==> src/rtl/instruction_fetch_stage.sv <==
// Program counter plus IF/ID pipeline register feeding a combinational program ROM.
// Optional macro FETCH_MISALIGN_TRAP_EN adds a sticky fetch_misaligned flag for unaligned redirects.
module instruction_fetch_stage #(
    parameter int                    DATA_WIDTH = 32,
    parameter logic [DATA_WIDTH-1:0] RESET_PC   = '0,
    parameter logic [DATA_WIDTH-1:0] NOP_WORD   = '0
) (
    input  logic                  clk,
    input  logic                  reset,
    input  logic                  stall,
    input  logic                  flush,
    input  logic                  redirect_valid,
    input  logic [DATA_WIDTH-1:0] redirect_pc,
    output logic [DATA_WIDTH-1:0] instr_addr,
    input  logic [DATA_WIDTH-1:0] instr_data,
    output logic                  if_id_valid,
    output logic [DATA_WIDTH-1:0] if_id_pc,
    output logic [DATA_WIDTH-1:0] if_id_pc_plus4,
`ifdef FETCH_MISALIGN_TRAP_EN
    output logic                  fetch_misaligned,
`endif
    output logic [DATA_WIDTH-1:0] if_id_instruction
);

    logic [DATA_WIDTH-1:0] pc_reg, pc_next;
    logic [DATA_WIDTH-1:0] pc_plus4;
    logic [DATA_WIDTH-1:0] redirect_target;
    logic                  valid_reg, valid_next;
    logic [DATA_WIDTH-1:0] ifid_pc_reg, ifid_pc_next;
    logic [DATA_WIDTH-1:0] ifid_pc4_reg, ifid_pc4_next;
    logic [DATA_WIDTH-1:0] ifid_instr_reg, ifid_instr_next;

    // Wraps naturally at 2^DATA_WIDTH; no overflow indication.
    assign pc_plus4        = pc_reg + DATA_WIDTH'(4);
    assign redirect_target = redirect_pc & ~DATA_WIDTH'(3);

    always_comb begin
        pc_next         = pc_plus4;
        valid_next      = 1'b1;
        ifid_pc_next    = pc_reg;
        ifid_pc4_next   = pc_plus4;
        ifid_instr_next = instr_data;

        if (redirect_valid) begin
            pc_next = redirect_target;
        end else if (stall) begin
            pc_next = pc_reg;
        end

        // A redirect squashes the wrong-path word fetched this cycle, even when stalled.
        if (flush || redirect_valid) begin
            valid_next      = 1'b0;
            ifid_pc_next    = '0;
            ifid_pc4_next   = '0;
            ifid_instr_next = NOP_WORD;
        end else if (stall) begin
            valid_next      = valid_reg;
            ifid_pc_next    = ifid_pc_reg;
            ifid_pc4_next   = ifid_pc4_reg;
            ifid_instr_next = ifid_instr_reg;
        end
    end

    always_ff @(posedge clk) begin
        if (reset) begin
            pc_reg         <= RESET_PC;
            valid_reg      <= 1'b0;
            ifid_pc_reg    <= '0;
            ifid_pc4_reg   <= '0;
            ifid_instr_reg <= NOP_WORD;
        end else begin
            pc_reg         <= pc_next;
            valid_reg      <= valid_next;
            ifid_pc_reg    <= ifid_pc_next;
            ifid_pc4_reg   <= ifid_pc4_next;
            ifid_instr_reg <= ifid_instr_next;
        end
    end

    assign instr_addr        = pc_reg;
    assign if_id_valid       = valid_reg;
    assign if_id_pc          = ifid_pc_reg;
    assign if_id_pc_plus4    = ifid_pc4_reg;
    assign if_id_instruction = ifid_instr_reg;

`ifdef FETCH_MISALIGN_TRAP_EN
    logic misaligned_reg, misaligned_next;

    // Sticky: once an unaligned redirect is seen, only reset clears it.
    always_comb begin
        misaligned_next = misaligned_reg;
        if (redirect_valid && (redirect_pc[1:0] != 2'b00)) begin
            misaligned_next = 1'b1;
        end
    end

    always_ff @(posedge clk) begin
        if (reset) begin
            misaligned_reg <= 1'b0;
        end else begin
            misaligned_reg <= misaligned_next;
        end
    end

    assign fetch_misaligned = misaligned_reg;
`endif

endmodule

==> config.mk <==
export PLATFORM = sky130hd
export DESIGN_NAME = instruction_fetch_stage
export DESIGN_NICKNAME = d
export VERILOG_FILES = /design/src/rtl/instruction_fetch_stage.sv
export SDC_FILE = /design/constraint.sdc
export NUM_CORES = 1
export LEC_CHECK = 0
export CORE_ASPECT_RATIO = 1.75
export CORE_MARGIN = 4
export CORE_UTILIZATION = 38
export CTS_BUF_LIST = sky130_fd_sc_hd__clkbuf_4 sky130_fd_sc_hd__clkbuf_8
export DETAILED_ROUTE_END_ITERATION = 16
export PLACE_DENSITY = 0.79
export SETUP_SLACK_MARGIN = 0.15
export SYNTH_ARGS = -nofsm -noshare
export SYNTH_HDL_FRONTEND = slang
export SYNTH_SLANG_ARGS = --single-unit
export TNS_END_PERCENT = 5
==> constraint.sdc <==
create_clock -name clk -period 2.9 [get_ports clk]
set_input_delay 0.58 -clock clk [delete_from_list [all_inputs] [get_ports clk]]
set_output_delay 0.58 -clock clk [all_outputs]
set_load 0.02 [all_outputs]
==> out/metrics.yaml <==
outcome: "completed"
cts_buffers: 17
vias_per_cell: 5.34
cts_root_buffer: "clkbuf_8"
wire_per_inst_um: 17.8
pwr-share-clk: 0.408
final-setup-viol-count: 0
coreArea_um2: 14800
nets: 884
cts.sinks: 123
seqCellArea_um2: 2460
htree_levels: 4
ys_seq_area_frac: 0.432
period_needed_ns: 2.40
rsz0062_at_grt: "no"
total_power_mw: 3.97
max_stage_delay_ns: 0.79
place_area_um2: 7650
grt_max_degree: 62
cpMostUsedCell: "or4_1"
io_buffers: 189
cp_top_family: "simple AND/OR/NAND/NOR gates"
stdcell_area_um2: 8070
drtIter0Drc: 223
rows: 59
tightest_slew_ns: 0.940
gp_congestion: 0.838
yosysUniqueCellTypes: 54
drtAntennaViolNets: 0
synth_seq_cells: 123
synthCells: 641
cp-start-kind: "flop"
fin_crit_sh: 0.829
synth_edf_count: 0
p_switching_mw: 1.10
ys_warn_count: 0
report.final.slew_viol_count: 0
start_util: 0.386
grt_use_total: 0.208
p_leak_nw: 2.90
multiInputGateArea_um2: 2820
grt_pass1_vias: 5268
synth_area_um2: 5700
drc_errors: 0
dpl.hpwl_mm: 13.1
worstPathArrival_ns: 2.75
seq_power_share: 0.456
intPower_mw: 2.87
clock_path_buffers: 2
diodes: 0
cts_resized: 0
antenna_found_initial: 0
reg2reg_depth: 4
fin_setup_tns_ns: 0
grt_pass1_wl_mm: 27.7
worstReg2RegEnd: "instr_addr[30]"
fmax_mhz: 416
synth.area.top_cells: "dfxtp_1 (43%), mux2i_1 (9.7%), nor2_1 (6.1%), o21ai_0 (3.4%), xnor2_1 (3.2%)"
peakVddDrop_mv: 0.276
critical_path_class: "reg -> reg"
share_comb_of_total_power: 0.136
drt_first_pass_iters: 4
die_x_um: 101
clock_skew_ns: 0.0111
cp_num_cells: 4
drt-total-wl_mm: 18.0
cp_cell_sequence: "nand4_4, or4_1, or4_1, o211ai_1"
tritoncts: "done"
slew_headroom: 0.373
cp.buffers_inverters: 0
worstSkewPairLatency_ns: 0.43
synth_area_per_cell_um2: 8.89
hold_class: "reg -> reg"
cap_violations: 0
dieArea_um2: 17100
post_cts_buffers: 0
worstSetupStartpoint: "instr_addr[4]"
ys.flop_type: "dfxtp_1"
syn_to_final_growth_pct: 41.6
fill_cells: 1346
end_kind: "flop"
ff2ff_setup_slack_ns: 0.50
drive_gt1_frac: 0.0907
cellPowerDensity_nw_per_um2: 492
r2r-start: "instr_addr[4]"
die_h_um: 170
grt_overflow_total: 0
yosysMostFrequentCell: "dfxtp_1"
ys_top_cells_by_count: "dfxtp_1 (123), nor2_1 (93), mux2i_1 (55), o21ai_0 (39)"
clk_pin_slew_ns: 0.08
async_flop_share: 0
crit_slowest_cell: "or4_1"
hold_viol_final: 0
crit_end: "instr_addr[30]"
switching_share: 0.277
yosys.area.top_type_share: 0.432
vias: 5396
yosys.area.top_type: "dfxtp_1"
required_ns: 3.25
ios: 198
cp_max_fo: 17
cts_hold_buf: 0
[through the flow]
step | hold slack (ns) | util | setup WS (ns) | std cells
after floorplan | 0.541 | - | 0.619 | 646
after global routing | 0.496 | 0.546 | 0.361 | 1010
after CTS | 0.462 | 0.546 | 0.514 | 1010
after detailed placement | 0.444 | 0.518 | 0.442 | 978
final | 0.456 | 0.546 | 0.497 | 1010
after global placement | 0.438 | 0.518 | 0.452 | 978
[logic make-up (layout without fill, tap and decap cells)]
group	Yosys count	after routing	share of synthesized area
buffers and inverters	81	262	0.0771
flip-flops	123	123	0.432
AND/OR/NAND/NOR	228	228	0.214
adder cells (fa/ha/maj)	1	1	0.00220
XOR/XNOR	23	23	0.0353
AO/OA/AOI/OAI	129	129	0.142
other	1	6	0.000658
multiplexers	55	55	0.0966
[area by class of cell]
| cell class | count | area share |
|---|---|---|
| multi-input combinational | 442 | 0.350 |
| clock inverter | 15 | 0.0231 |
| tap | 183 | 0.0284 |
| clock buffer | 17 | 0.0290 |
| timing repair buffer | 213 | 0.257 |
| inverter | 17 | 0.00791 |
| sequential | 123 | 0.305 |
[power groups by stage]
stage	Combinational, mW	Sequential (mW)	Clock [mW]
after global routing	0.581	1.82	1.73
final	0.540	1.81	1.62
after CTS	0.543	1.81	1.67
after global placement	0.536	1.85	0
after floorplan	0.266	1.88	0
after detailed placement	0.540	1.85	0
[state kept, by name, summed over array words and instances, names as in the netlist]
name	count
if_id_instruction	32
instr_addr	30
if_id_pc_plus4	30
if_id_pc	30
if_id_valid	1
[routing by layer]
metal	wire, um	track usage	up-vias
met4	813	0.103	0
met3	1190	0.0587	50
li1	-	-	2611
met1	6300	0.215	2526
met2	9670	0.377	209
met5	0	0	-
[layout by cell type, fill, tap and decap left out, types with 7 or more instances in the layout]
cell type	Yosys	layout
a21oi_1	35	35
inv_1	16	16
o21ai_0	39	39
nand4_1	10	10
clkdlybuf4s50_1	0	188
dfxtp_1	123	123
xnor2_1	21	21
buf_4	6	25
clkbuf_8	8	17
or3_1	12	11
a211oi_1	14	14
nand3_1	7	7
a311oi_1	12	12
and4_1	7	7
nor2_1	93	93
or4_1	7	7
nor3_1	24	23
mux2i_1	55	55
a31oi_1	7	7
nand2_1	35	35
[how the worst min path moves through the flow]
stage                                 start  cells after the start                end  slack [ns]
after floorplan                if_id_pc[15]                      2       if_id_pc[15]        0.54
after global placement          if_id_valid                      1        if_id_valid        0.44
after detailed placement        if_id_valid                      1        if_id_valid        0.44
after CTS                       if_id_valid                      1        if_id_valid        0.46
after global routing      if_id_pc_plus4[6]                      2  if_id_pc_plus4[6]        0.50
final                           if_id_valid                      1        if_id_valid        0.46
No activity file was read; power rests on OpenSTA's default activity.
